[src/rtl/dmem_port_arbiter.sv]
// Shares the single 16-bit data-memory port between the MEM stage and the interrupt unit,
// splitting 32-bit accesses into two beats and assembling 32-bit read data.
module dmem_port_arbiter #(
  parameter int ADDR_W = 12
) (
  input  logic              clk,
  input  logic              rst_n,
  input  logic              mem_req_in,
  input  logic              mem_we_in,
  input  logic              mem_wide_in,
  input  logic [ADDR_W-1:0] mem_addr_in,
  input  logic [31:0]       mem_wdata_in,
  input  logic              int_req_in,
  input  logic              int_we_in,
  input  logic              int_wide_in,
  input  logic [ADDR_W-1:0] int_addr_in,
  input  logic [31:0]       int_wdata_in,
  output logic              mem_gnt_out,
  output logic              int_gnt_out,
  output logic              mem_done_out,
  output logic              int_done_out,
  output logic [31:0]       rdata_out,
  output logic              stall_out,
  output logic [ADDR_W-1:0] dm_addr_out,
  output logic              dm_we_out,
  output logic [15:0]       dm_wdata_out,
  input  logic [15:0]       dm_rdata_in
);

  // state   | meaning
  // IDLE    | port free, arbitrating (INT over MEM), latching request fields
  // BEAT_LO | low half on the port
  // BEAT_HI | high half on the port at addr+1; read data of low beat arrives
  // WAIT_RD | last read beat arrives
  // FIN     | done pulse to owner, assembled read data presented
  typedef enum logic [2:0] {IDLE, BEAT_LO, BEAT_HI, WAIT_RD, FIN} state_t;

  state_t              state;
  logic                owner_int;
  logic                lat_we;
  logic                lat_wide;
  logic [ADDR_W-1:0]   lat_addr;
  logic [31:0]         lat_wdata;
  logic [31:0]         rdata_q;

  always_ff @(posedge clk or negedge rst_n) begin
    if (!rst_n) begin
      state     <= IDLE;
      owner_int <= 1'b0;
      lat_we    <= 1'b0;
      lat_wide  <= 1'b0;
      lat_addr  <= '0;
      lat_wdata <= '0;
      rdata_q   <= '0;
    end else begin
      case (state)
        IDLE: begin
          if (int_req_in) begin
            owner_int <= 1'b1;
            lat_we    <= int_we_in;
            lat_wide  <= int_wide_in;
            lat_addr  <= int_addr_in;
            lat_wdata <= int_wdata_in;
            rdata_q   <= '0;
            state     <= BEAT_LO;
          end else if (mem_req_in) begin
            owner_int <= 1'b0;
            lat_we    <= mem_we_in;
            lat_wide  <= mem_wide_in;
            lat_addr  <= mem_addr_in;
            lat_wdata <= mem_wdata_in;
            rdata_q   <= '0;
            state     <= BEAT_LO;
          end
        end
        BEAT_LO: begin
          if (lat_wide)     state <= BEAT_HI;
          else if (!lat_we) state <= WAIT_RD;
          else              state <= FIN;
        end
        BEAT_HI: begin
          if (!lat_we) rdata_q[15:0] <= dm_rdata_in;
          state <= lat_we ? FIN : WAIT_RD;
        end
        WAIT_RD: begin
          if (lat_wide) rdata_q[31:16] <= dm_rdata_in;
          else          rdata_q        <= {16'h0000, dm_rdata_in};
          state <= FIN;
        end
        FIN:     state <= IDLE;
        default: state <= IDLE;
      endcase
    end
  end

  logic in_beat;
  logic busy;

  assign in_beat = (state == BEAT_LO) || (state == BEAT_HI);
  assign busy    = (state != IDLE);

  // High beat wraps naturally at the top of the address space.
  assign dm_addr_out  = (state == BEAT_LO) ? lat_addr :
                        (state == BEAT_HI) ? lat_addr + ADDR_W'(1) : '0;
  assign dm_wdata_out = (state == BEAT_LO) ? lat_wdata[15:0] :
                        (state == BEAT_HI) ? lat_wdata[31:16] : 16'h0000;
  assign dm_we_out    = in_beat & lat_we;

  assign int_gnt_out  = busy & owner_int;
  assign mem_gnt_out  = busy & ~owner_int;
  assign int_done_out = (state == FIN) & owner_int;
  assign mem_done_out = (state == FIN) & ~owner_int;
  assign rdata_out    = (state == FIN) ? rdata_q : 32'h0;
  assign stall_out    = mem_req_in & ~mem_done_out;

endmodule
[config.mk]
export PLATFORM = sky130hd
export DESIGN_NAME = dmem_port_arbiter
export DESIGN_NICKNAME = d
export VERILOG_FILES = /design/src/rtl/dmem_port_arbiter.sv
export SDC_FILE = /design/constraint.sdc
export NUM_CORES = 1
export LEC_CHECK = 0
export ABC_AREA = 1
export CORE_MARGIN = 2
export CORE_UTILIZATION = 25
export CTS_BUF_LIST = sky130_fd_sc_hd__clkbuf_4
export CTS_CLUSTER_SIZE = 16
export DETAILED_ROUTE_END_ITERATION = 8
export GPL_TIMING_DRIVEN = 1
export PLACE_DENSITY = 0.62
export SLEW_MARGIN = 25
export SYNTH_ARGS = -nofsm -noshare
export SYNTH_HDL_FRONTEND = slang
export SYNTH_SLANG_ARGS = --single-unit
[constraint.sdc]
create_clock -name clk -period 1.3 [get_ports clk]
set_input_delay 0.26 -clock clk [delete_from_list [all_inputs] [get_ports clk]]
set_output_delay 0.26 -clock clk [all_outputs]
set_load 0.01 [all_outputs]
### Yosys cells after proc, flatten, opt, wreduce, memory -nomap -nowiden

Index checks and enable logic that the tools add are counted.

| operators by class | value |
|---|---|
| bitwise operators | 8 |
| multiplexer cells | 27 |
| divide/modulo/power cells | 0 |
| $lt $le $gt $ge | 0 |
| multipliers | 0 |
| add/sub/neg operators | 1 |
| shift operators | 0 |
| reductions and logical operators | 9 |
| eq/ne operators | 7 |

Operator list:

| cell | number |
|---|---|
| 2-to-1 mux 32 bit | 5 |
| 2-to-1 mux 16 bit | 5 |
| 2-to-1 mux 12 bit | 4 |
| one-hot mux 16 bit (3 select lines) | 1 |
| one-hot mux 16 bit (2 select lines) | 1 |
| adder 12 x 1 -> 12 bit (second input constant) | 1 |
| 2-to-1 mux 3 bit | 4 |
| one-hot mux 3 bit (4 select lines) | 1 |
| AND 1 bit | 6 |
| equality test 3 x 2 -> 1 bit (second input constant) | 2 |
| 2-to-1 mux 1 bit | 6 |
| nonzero test 3 bit | 2 |
| != test 2 bit (second input constant) | 2 |
| AND reduction 2 bit | 2 |
| AND reduction 4 bit | 1 |
| nonzero test 2 bit | 2 |
| equality test 3 x 1 -> 1 bit (second input constant) | 1 |
| equality test 3 bit (second input constant) | 1 |
| zero test 3 bit | 1 |
| != test 3 bit (second input constant) | 1 |
| inverter 1 bit | 2 |
| logical OR 1 bit | 1 |

| storage, ports and cells | value |
|---|---|
| logic and storage cells | 60 |
| memories kept | 0 |
| register bits after elaboration | 82 |
| bits in writable memories | 0 |
| bits of input ports | 112 |
| latch bits | 0 |
| output and inout bits | 66 |
| memory bits (read-only) | 0 |

### Longest topological paths before layout

Gate-level depths: netlist of run 1.

| logic depth | value |
|---|---|
| depth after elaboration | 4 |
| gate-level depth with buffers | 9 |
| mapped depth without buffers | 8 |

### Least setup slack after synthesis of run 1

Ideal clock, no wire load.

| timing path | value |
|---|---|
| kind | register -> output |
| start | register state[2] |
| end | output dm_addr_out[7] |
| slack | -209 ps |
| data arrival time | 1249 ps |
| cell stages (with the launch flop) | 7 |
| cells stage by stage | dfrtp_1 -> inv_2 -> nand2_2 -> nor2_4 -> buf_2 -> nand2_1 -> o21ai_0 |

| on the way | value |
|---|---|
| cells in the longest elaborated chain, start to end | 3 |
| elaborated cells on any way between the ends | 4 |
| those cells by class | eq/ne: 2; mux: 2 |

Ends and longest elaborated chain:

| item | line | source |
|---|---|---|
| from (decl) | 38 | `state_t state;` |
| from (signal assigned) | 83 | `state <= lat_we ? FIN : WAIT_RD;` |
| equality test 3 x 2 -> 1 bit | 104 | `(state == BEAT_HI) ? lat_addr + ADDR_W'(1) : '0;` |
| 2-to-1 mux 12 bit | 104 |  |
| 2-to-1 mux 12 bit * | 103 | `assign dm_addr_out = (state == BEAT_LO) ? lat_addr :` |
| to (decl) | 24 | `output logic [ADDR_W-1:0] dm_addr_out,` |

Every way passes the cells marked *; elsewhere a longest branch is shown, timed or not.

### Worst setup path in the final report of run 1

| timing path | value |
|---|---|
| start | register state[0] |
| end | output dm_addr_out[9] |

Same word-level chain as after synthesis.

==> results.md, run 1 <==
- Mapped cell area: ~4600 µm²
- Final Max Slew Viols: 0
- Pin count of the biggest net entering global routing: 80
- Worst R2R Start: state[1]
- Mean Syn Cell Area: ~7.7 µm²
- Req. time, crit path: 1.04 ns
- Syn Nets: about 700
- Slowest CP cell: dfrtp_2
- Reg2Reg Capture Point: rdata_q[10]
- Clk_skew: approximately 0.009 ns
- I/O pins: 178
- Detail Route Antenna Nets: 0
- TritonCTS Sinks: 82
- Initial antenna violation count: 1
- Clock-pin slew on the worst setup and hold paths: between 0.1 and 0.15 ns
- Vias: 5092
- Yosys reg bits: a little over 80
- Crit share post-route: 1.611
- Setup violations, final: between 100 and 150
- Share of cells above drive strength 1: 0.4669
- FMAX: 0.4776 GHz
- Iter 0 DRT Violations: roughly 160
- Max clock buf depth: 2
- Top-area cell type share of the netlist area: 0.4509
- Gr ovfl total: 0
- Core area: roughly 18000 µm²
- RSZ-0062 raised after global routing: yes
- Worst EP arrival: between 1.5 and 2 ns
- Inst Count DP: about 1000
- Yosys warns: 0
- TritonRoute pass-1 iters: 6
- Clk root buf: clkbuf_4
- Max-cap violation count: 0
- GR Util met3: 0.04800
- Final Non-Filler Cells: between 1000 and 1500
- Utilization after layout: 0.4989
- TritonCTS clock tree: done
- Most common cell in the netlist: inv_1
- R2R cell count: 11
- Final min period: around 2.1 ns
- Drt wl/cell: approximately 16 µm
- Die footprint: between 15000 and 20000 µm²
- Synth-to-Final Area Change: 96.26%
- Synth cell types: 26
- Crit end category: output pin
- Slew margin rel.: 0.6658
- Endpoints failing hold: 0
- Startpoint Class: register
- Crit-path leading delay family: buffers and inverters
- GR peak layer: met2
- Asr flop ratio synth: 1.000
- GPL Wtd Cong: 0.8242
- Area leader, netlist: dfrtp_1
- Crit path largest cell delay: approximately 0.46 ns
- Synth top cells by count: inv_1 (104), dfrtp_1 (82), o21ai_0 (75)
- Setup Crit Path Kind: register to output pin
- VDD IR-drop max: 927.4 µV
- Static Leak: 3.983 nW
- Clock latency on the worst-skew pair: between 0.4 and 0.5 ns
- Initial Utilization: 0.2542
- Post-DP HPWL: around 11000 µm
- CP Buf/Inv Count: 6
- Least-Margin Pin Slew: 0.5013 ns
- Syn Inst Count: roughly 590
- Global routing usage on met1: 0.2278
- Ys flop type: dfrtp_1
- Worst-path fanout max: 5
- Die span in y: about 140 µm
- Area contributors post-synth: dfrtp_1 (45%), inv_1 (8.6%), o21ai_0 (8.2%)
- Fin nets: 984
- Total power: about 19 mW
- Routing usage on met2: 0.3049
- Register area share after synthesis: 0.4509
- TritonCTS buffer count: 9
- Outcome: complete, but fails checks
- Final wirelength: about 18000 µm
- DRC viols: 0
- Port buffer count: around 180
- Tot GR Track Use: 0.1805
- Rows: 49
- H-tree depth: 3
- Final worst setup slack: -0.7937 ns
- Die Wd: 138.9 µm
- First-pass GRT wire length: about 28000 µm
- Critical-path cell list: buf_4 -> nor2_4 -> buf_6 -> buf_12 -> buf_8 -> nand2_1 -> inv_1 -> nand2_1 -> nand2_2 -> buf_6
- PwrDens: 2086 nW/µm²
- Failing checks: setup timing
- Hold WC Path Type: input port to async pin
- Vias in the first global route: just over 5000
- Post-synth EDFFs: 0
- R2R Setup Slk: -0.42 ns
- Vias per inst: approximately 4.6
[per-layer routing]
metal | routed length (µm) | vias up
met4 | 276 | 0
li1 | - | 2490
met3 | 1059 | 20
met2 | 9278 | 161
met5 | 0 | -
met1 | 7408 | 2421
[flip-flops by register name (all words and copies together) (netlist names)]
name       count
lat_wide       1
lat_we         1
owner_int      1
rdata_q       32
lat_wdata     32
state          3
lat_addr      12
[stage by stage]
stage                     hold WS, ns  setup TNS [ns]  area [µm²]  setup WS (ns)
after floorplan              -0.03559          -3.846        4946       -0.09464
after global placement        0.06586          -65.21        7421        -0.5910
after detailed placement      0.06606          -67.08        7421        -0.6036
after CTS                     0.09284          -80.33        8354        -0.8574
after global routing          0.09890          -86.01        8931        -0.9408
final                          0.1256          -71.67        8931        -0.7937
[logic make-up after synthesis]
kind of cell	Yosys count	synth area share
adders and majority gates	1	0.002749
and+or+nand+nor	210	0.2178
buffers and inverters	138	0.1215
AOI/OAI and AO/OA	157	0.2070
DFF	82	0.4509
[area by class of cell]
type / count / area (µm²)
fillers: 1733 / 8971
diodes: 1 / 2.502
flip-flops and latches: 82 / 2054
clock buffers: 11 / 82.58
clock inverters: 5 / 55.05
inverters: 107 / 424.2
repair buffers: 302 / 3178
multi-input cells: 369 / 2848
well taps: 229 / 286.5
[how the worst max path moves through the flow]
stage | cells after the start | end | from | slack (ns)
2_1_floorplan | 6 | dm_wdata_out[10] | state[2] | -0.09
3_3_place_gp | 5 | dm_wdata_out[13] | state[1] | -0.59
3_5_place_dp | 7 | dm_wdata_out[0] | state[2] | -0.60
4_1_cts | 6 | dm_wdata_out[0] | state[0] | -0.86
5_1_grt | 9 | dm_addr_out[5] | state[2] | -0.94
6_report | 10 | dm_addr_out[9] | state[0] | -0.79
[timing repair]
action | in CTS | in global routing
gates cloned | 12 | 5
endpoints found under the setup margin | 146 | 148
pin swaps | 8 | 18
hold endpoints to repair | 82 | 0
hold buffers | 1 | 0
gates resized for setup | 374 | 203
setup buffers | 36 | 15
[placed cells by master (no fill, tap or decap), types with 20 or more instances in the layout]
master / count
clkdlybuf4s50_1: 109
or2_2: 46
nor2_4: 38
o22ai_2: 21
o21ai_2: 20
nand2_2: 23
buf_2: 22
o21ai_1: 44
dfrtp_1: 80
o211ai_1: 44
nor2_1: 21
nand2_1: 35
inv_1: 100
buf_6: 72
buf_4: 66
[power breakdown]
group / switching, mW / internal [mW] / total [mW]
Sequential: 0.515 / 3.68 / 4.20
Combinational: 6.57 / 6.30 / 12.9
Clock: 0.942 / 0.624 / 1.57
Total: 8.03 / 10.6 / 18.6
(Power assumes the default switching activity.)
==> inputs of run 2 (changes only) <==
--- a/config.mk
+++ b/config.mk
@@ -12,7 +12,7 @@
 export CTS_CLUSTER_SIZE = 16
 export DETAILED_ROUTE_END_ITERATION = 8
 export GPL_TIMING_DRIVEN = 1
-export PLACE_DENSITY = 0.62
+export PLACE_DENSITY = 0.6
 export SLEW_MARGIN = 25
 export SYNTH_ARGS = -nofsm -noshare
 export SYNTH_HDL_FRONTEND = slang
==> run 2 against run 1 <==
Against the previous run:
- the flow still finishes with violations (setup timing)
- fmax decreased by 0.70%
- sequential share of layout area decreased by 0.24 points
- hold slack improved by 0.080 ns
- critical path type unchanged
- sequential power about the same
- setup slack got worse by 0.015 ns
==> results.md, run 2 (synthesis results as in run 1) <==
- PwrDens: 2082 nW/µm² (was 2086 nW/µm²)
- CP Buf/Inv Count: 5 (was 6)
- Drt wl/cell: 16.19 µm (was 16.30 µm)
- Clock latency on the worst-skew pair: 0.45 ns (was 0.46 ns)
- Clk pwr share: 0.085 (was 0.084)
- Slew margin rel.: 0.6579 (was 0.6658)
- Hold WC Path Type: input port to async pin (unchanged)
- ANT cells: 0 (was 1)
- Pin count of the biggest net entering global routing: 47 (was 80)
- Die Wd: 138.9 µm (unchanged)
- Final min period: 2.108 ns (was 2.094 ns)
- Total power: 18.78 mW (was 18.63 mW)
- R2R Setup Slk: -0.57 ns (was -0.42 ns)
- Rows: 49 (unchanged)
- Final wirelength: 17900 µm (was 18020 µm)
- Inst Count DP: 1034 (was 1035)
- Top cell by count, worst path: buf_6
- Flop pwr share: 0.225 (about the same)
- Crit share post-route: 1.622 (was 1.611)
- Setup violations, final: 146 (unchanged)
- FMAX: 0.4743 GHz (was 0.4776 GHz)
- Outcome: complete, but fails checks (unchanged)
- VDD IR-drop max: 1049 µV (was 927.4 µV)
- Die footprint: 19300 µm² (unchanged)
- TritonCTS Sinks: 82 (unchanged)
- Startpoint Class: register (unchanged)
- Max clock buf depth: 2 (unchanged)
- Worst EP arrival: 1.85 ns (was 1.83 ns)
- Die span in y: 138.9 µm (unchanged)
- Static Leak: 3.988 nW (was 3.983 nW)
- Crit end category: output pin (unchanged)
- Critical-path cell list: buf_6 -> nand2_4 -> nor2_4 -> buf_6 -> clkinv_8 -> buf_6 -> o31ai_4 -> buf_2 (was buf_4 -> nor2_4 -> buf_6 -> buf_12 -> buf_8 -> nand2_1 -> inv_1 -> nand2_1 -> nand2_2 -> buf_6)
- Gr ovfl total: 0 (unchanged)
- Logic gate share of total power: 0.690 (was 0.691)
- Biggest regs: lat_wdata x32, rdata_q x32, lat_addr x12 (unchanged)
- Net switching power: 7.928 mW (was 8.028 mW)
- Detail Route Antenna Nets: 0 (unchanged)
- Initial Utilization: 0.2542 (unchanged)
- Clk root buf: clkbuf_4 (unchanged)
- RSZ-0062 raised after global routing: yes (unchanged)
- Share of cells above drive strength 1: 0.4607 (was 0.4669)
- Port buffer count: 177 (unchanged)
- Final Non-Filler Cells: 1106 (unchanged)
- Worst setup path start: state[1] (was state[0])
- GPL Wtd Cong: 0.8027 (was 0.8242)
- H-tree depth: 3 (unchanged)
- Fin nets: 985 (was 984)
- Final Max Slew Viols: 0 (unchanged)
- Crit-path leading delay family: buffers and inverters (unchanged)
- TritonCTS clock tree: done (unchanged)
- Commonest non-fill, non-tap cell in the layout: clkdlybuf4s50_1 (unchanged)
- TritonCTS buffer count: 9 (unchanged)
- Worst R2R Start: state[1] (unchanged)
- Slowest CP cell: dfrtp_1 (was dfrtp_2)
- DRC viols: 0 (unchanged)
- R2R cell count: 12 (was 11)
- Synth-to-Final Area Change: 98.19% (was 96.26%)
- Final worst setup slack: -0.8084 ns (was -0.7937 ns)
- Initial antenna violation count: 1 (unchanged)
- Tot GR Track Use: 0.1818 (was 0.1805)
- P_int: 10.85 mW (was 10.61 mW)
- Max-cap violation count: 0 (unchanged)
- Worst-path fanout max: 8 (was 5)
- Setup Crit Path Kind: register to output pin (unchanged)
- Utilization after layout: 0.5038 (was 0.4989)
- Reg2Reg Capture Point: rdata_q[10] (unchanged)
- TritonRoute pass-1 iters: 4 (was 6)
- Endpoints failing hold: 0 (unchanged)
- Failing checks: setup timing (unchanged)
- Clock-pin slew on the worst setup and hold paths: 0.14 ns (about the same)
- Clk_skew: 0.01479 ns (was 0.008958 ns)
- Vias: 5074 (was 5092)
- Iter 0 DRT Violations: 185 (was 159)
- Req. time, crit path: 1.04 ns (about the same)
- Crit path largest cell delay: 0.42 ns (was 0.46 ns)
- Vias per inst: 4.588 (was 4.604)
- Core area: 17900 µm² (unchanged)
- Crit path depth: 8 (was 10)
- Post-DP HPWL: 11290 µm (was 11420 µm)
- Least-Margin Pin Slew: 0.5131 ns (was 0.5013 ns)
- First-pass GRT wire length: 27790 µm (was 27540 µm)
- Vias in the first global route: 5195 (was 5183)
- I/O pins: 178 (unchanged)
- Most frequent cells in the layout: clkdlybuf4s50_1 (109), inv_1 (99), dfrtp_1 (81), buf_6 (70), buf_4 (66) (was clkdlybuf4s50_1 (109), inv_1 (100), dfrtp_1 (80), buf_6 (72), buf_4 (66))
- Worst slack at placement: -0.6048 ns (was -0.6036 ns)
- Sw Ratio: 0.4221 (was 0.4308)
-- run 2: cell count changes in the layout (fill, tap and decap cells not counted), sizes merged --
cell      previous run  this run
clkinv               3         4
inv                107       106
buf                188       190
clkinvlp             1         0
diode                1         0
-- run 2: cell type report --
| class | count | area [µm²] |
|---|---|---|
| clock buffers | 12 | 90.09 |
| clock inverters | 4 | 52.55 |
| fillers | 1728 | 8884 |
| inverters | 107 | 426.7 |
| multi-input cells | 369 | 2824 |
| flip-flops and latches | 82 | 2053 |
| well taps | 229 | 286.5 |
| repair buffers | 303 | 3286 |
-- run 2: how the worst max path moves through the flow --
stage	to
6_report	dm_addr_out[2]
2_1_floorplan	dm_wdata_out[10]
5_1_grt	dm_addr_out[2]
3_5_place_dp	dm_wdata_out[12]
3_3_place_gp	dm_addr_out[11]
4_1_cts	dm_wdata_out[4]
-- run 2: power by group through the flow --
stage                     sequential [mW]  clock [mW]  combinational, mW
after floorplan                      4.22           0               4.91
after global placement               4.19           0               8.69
after detailed placement             4.24           0               8.70
after CTS                            4.21        1.67               11.8
after global routing                 4.34        1.76               13.9
final                                4.22        1.60               13.0
-- run 2: through the flow --
step	cell area (µm²)	hold WS, ns	TNS [ns]
6_report	9019	0.2060	-86.20
5_1_grt	9019	0.1903	-100.17
4_1_cts	8386	0.1680	-87.52
3_5_place_dp	7426	0.1126	-66.08
3_3_place_gp	7426	0.1122	-63.76
2_1_floorplan	4946	-0.03559	-3.846
-- run 2: repair_timing --
item	CTS	global route
endpoints found under the hold margin	82	0
resized for setup	424	128
setup endpoints to repair	146	148
pin swaps	17	20
buffers inserted	31	12
hold buffers	1	0
gates cloned	16	3
-- run 2: layer usage --
metal	share of wire	wire, µm	GRT usage	up-vias
li1	-	-	-	2488
met1	0.43	7781	0.2317	2390
met2	0.49	8686	0.3018	171
met3	0.063	1126	0.05283	23
met4	0.016	292	0.05051	2
met5	0.00073	13	0	-
-- run 2: worst reg2reg max path, delay by kind of cell, from the launching register on --
| kind | cells | cell delay, ns |
|---|---|---|
| buf+inv | 5 | 0.68 |
| flops | 1 | 0.44 |
| simple gates | 7 | 0.70 |
==> inputs of run 3 (changes only) <==
--- a/config.mk
+++ b/config.mk
@@ -7,12 +7,12 @@
 export LEC_CHECK = 0
 export ABC_AREA = 1
 export CORE_MARGIN = 2
-export CORE_UTILIZATION = 25
+export CORE_UTILIZATION = 41
 export CTS_BUF_LIST = sky130_fd_sc_hd__clkbuf_4
 export CTS_CLUSTER_SIZE = 16
 export DETAILED_ROUTE_END_ITERATION = 8
 export GPL_TIMING_DRIVEN = 1
-export PLACE_DENSITY = 0.6
+export PLACE_DENSITY = 0.86
 export SLEW_MARGIN = 25
 export SYNTH_ARGS = -nofsm -noshare
 export SYNTH_HDL_FRONTEND = slang
==> run 3 against run 2 <==
Against the previous run:
- the run still ends with setup timing left
- critical endpoint unchanged
- via count rose by 12%
- fmax rose by 1.5%
- non-clock buffer count fell by 4
- die area fell by 38%
- critical path type unchanged
- cell count fell by 8.3%
- combinational power rose by 11%
- global-route usage rose by 15 points
==> results.md, run 3 (synthesis results as in run 1) <==
- Outcome: complete, but fails checks (unchanged)
- Failing checks: setup timing (unchanged)
- TritonCTS buffer count: 9 (unchanged)
- Pin count of the biggest net entering global routing: 83 (was 47)
- Utilization after layout: 0.8518 (was 0.5038)
- Routing usage on met2: 0.6111 (was 0.3018)
- DRC viols: 0 (unchanged)
- Die footprint: 11960 µm² (was 19300 µm²)
- I/O pins: 178 (unchanged)
- Total power: 20.38 mW (was 18.78 mW)
- Worst R2R Start: state[0] (was state[1])
- Vias: 5662 (was 5074)
- Worst EP arrival: 1.82 ns (was 1.85 ns)
- Gr ovfl total: 0 (unchanged)
- RSZ-0062 raised after global routing: yes (unchanged)
- Vias per inst: 5.584 (was 4.588)
- Fin nets: 981 (was 985)
- Post-DP HPWL: 11000 µm (was 11290 µm)
- First-pass GRT wire length: 30250 µm (was 27790 µm)
- R2R cell count: 10 (was 12)
- Final Max Slew Viols: 0 (unchanged)
- Reg2Reg Capture Point: lat_wdata[21] (was rdata_q[10])
- Critical-path cell list: buf_6 -> nand2_4 -> nor2_4 -> buf_6 -> inv_8 -> o31ai_4 -> buf_2 (was buf_6 -> nand2_4 -> nor2_4 -> buf_6 -> clkinv_8 -> buf_6 -> o31ai_4 -> buf_2)
- FMAX: 0.4814 GHz (was 0.4743 GHz)
- Static Leak: 4.074 nW (was 3.988 nW)
- Die Wd: 109.4 µm (was 138.9 µm)
- Least-Margin Pin Slew: 0.4517 ns (was 0.5131 ns)
- Crit path largest cell delay: 0.45 ns (was 0.42 ns)
- Slowest CP cell: dfrtp_2 (was dfrtp_1)
- Share of cells above drive strength 1: 0.5074 (was 0.4607)
- H-tree depth: 3 (unchanged)
- GPL Wtd Cong: 0.8778 (was 0.8027)
- Inst Count DP: 934 (was 1034)
- Drt wl/cell: 20.65 µm (was 16.19 µm)
- Port buffer count: 177 (unchanged)
- R2R Setup Slk: -0.55 ns (was -0.57 ns)
- Iter 0 DRT Violations: 304 (was 185)
- Clk root buf: clkbuf_4 (unchanged)
- Startpoint Class: register (unchanged)
- Setup violations, final: 148 (was 146)
- Core area: 10840 µm² (was 17900 µm²)
- Worst setup endpoint: dm_addr_out[2] (unchanged)
- Final min period: 2.077 ns (was 2.108 ns)
- Req. time, crit path: 1.04 ns (about the same)
- Hold path startpoint: int_req_in
- VDD IR-drop max: 1608 µV (was 1049 µV)
- Rows: 38 (was 49)
- GR peak layer: met2 (unchanged)
- Clock latency on the worst-skew pair: 0.45 ns (about the same)
- Worst-path fanout max: 5 (was 8)
- Hold WC Path Type: input port to register (was input port to async pin)
- Detail Route Antenna Nets: 0 (unchanged)
- Commonest non-fill, non-tap cell in the layout: clkdlybuf4s50_1 (unchanged)
- Die span in y: 109.4 µm (was 138.9 µm)
- Final worst setup slack: -0.7772 ns (was -0.8084 ns)
- Synth-to-Final Area Change: 102.9% (was 98.19%)
- Worst setup path start: state[1] (unchanged)
- TritonCTS Sinks: 82 (unchanged)
- Final Non-Filler Cells: 1014 (was 1106)
- Max clock buf depth: 2 (unchanged)
- Top cell by count, worst path: buf_6 (unchanged)
- GR Util met3: 0.06758 (was 0.05283)
- Max-cap violation count: 0 (unchanged)
- Crit share post-route: 1.598 (was 1.622)
- Min-Delay Path Depth: 4
- Final wirelength: 20940 µm (was 17900 µm)
- Clk_skew: 0.02530 ns (was 0.01479 ns)
- Setup Crit Path Kind: register to output pin (unchanged)
- Vias in the first global route: 5829 (was 5195)
- TritonCTS clock tree: done (unchanged)
- Tot GR Track Use: 0.3357 (was 0.1818)
- Crit end category: output pin (unchanged)
- PwrDens: 2207 nW/µm² (was 2082 nW/µm²)
- Clock-pin slew on the worst setup and hold paths: 0.14 ns (about the same)
- Initial antenna violation count: 1 (unchanged)
- Biggest regs: lat_wdata x32, rdata_q x32, lat_addr x12 (unchanged)
- Global routing usage on met1: 0.3688 (was 0.2317)
- Slew margin rel.: 0.6989 (was 0.6579)
- Setup TNS: -79.94 ns (was -86.20 ns)
- Endpoints failing hold: 0 (unchanged)
- Worst slack at placement: -0.6474 ns (was -0.6048 ns)
- FILL cells: 516 (was 1728)
- TritonRoute pass-1 iters: 4 (unchanged)
- Most frequent cells in the layout: clkdlybuf4s50_1 (109), inv_1 (99), buf_6 (81), dfrtp_1 (79), buf_4 (49) (was clkdlybuf4s50_1 (109), inv_1 (99), dfrtp_1 (81), buf_6 (70), buf_4 (66))
- Initial Utilization: 0.4198 (was 0.2542)
run 3: changes by cell type in the layout (fill, tap and decap cells not counted), sizes merged:
cell      before  now
buf          190  187
clkbuf        15   13
clkinv         4    3
clkinvlp       0    1
diode          0    1
inv          106  107
run 3: worst min-delay path by stage:
| stage | slack [ns] | to |
|---|---|---|
| floorplan | -0.04 | lat_addr[0] |
| global placement | 0.31 | lat_addr[6] |
| detailed placement | 0.32 | rdata_q[23] |
| CTS | 0.26 | lat_wdata[3] |
| global route | 0.30 | lat_wdata[3] |
| finish | 0.30 | lat_wdata[3] |
run 3: area by class of cell:
cell class	count	area, µm²	share of cell area
Sequential cell	82	2056	0.2226
Inverter	107	431.7	0.04675
Multi-Input combinational cell	369	3154	0.3416
Timing Repair Buffer	299	3277	0.3549
Clock inverter	5	55.05	0.005962
Tap cell	140	175.2	0.01897
Antenna cell	1	2.502	0.0002710
Clock buffer	11	82.58	0.008943
run 3: timing repair:
item,in CTS,in global routing
endpoints found under the hold margin,82,0
hold buffers,1,0
cloned,17,1
setup buffers,38,15
setup endpoints to repair,146,148
gates resized for setup,515,127
pin swaps,32,24
run 3: report_power, final:
group	internal, mW	leakage (nW)	switching, mW	total [mW]
clock	0.625	0.0745	0.943	1.57
combinational	6.80	2.96	7.63	14.4
sequential	3.69	1.04	0.689	4.38
run 3: critical path: cells and delay by family, from the launching register on:
| kind | cells | cell delay [ns] |
|---|---|---|
| buffers and inverters | 4 | 0.47 |
| flip-flops | 1 | 0.45 |
| AO/OA/AOI/OAI | 1 | 0.26 |
| AND/OR/NAND/NOR | 2 | 0.18 |
run 3: through the flow:
step | hold slack (ns) | cell area, µm²
floorplan | -0.03559 | 4946
global placement | 0.3148 | 7244
detailed placement | 0.3214 | 7244
CTS | 0.2555 | 8691
global route | 0.3004 | 9234
finish | 0.3038 | 9234
run 3: metal layers:
metal,share of wire,routed length (µm),vias to the layer above
met5,0,0,-
met4,0.043,892,0
met3,0.071,1490,73
met2,0.54,11260,336
met1,0.35,7299,2759
li1,-,-,2494
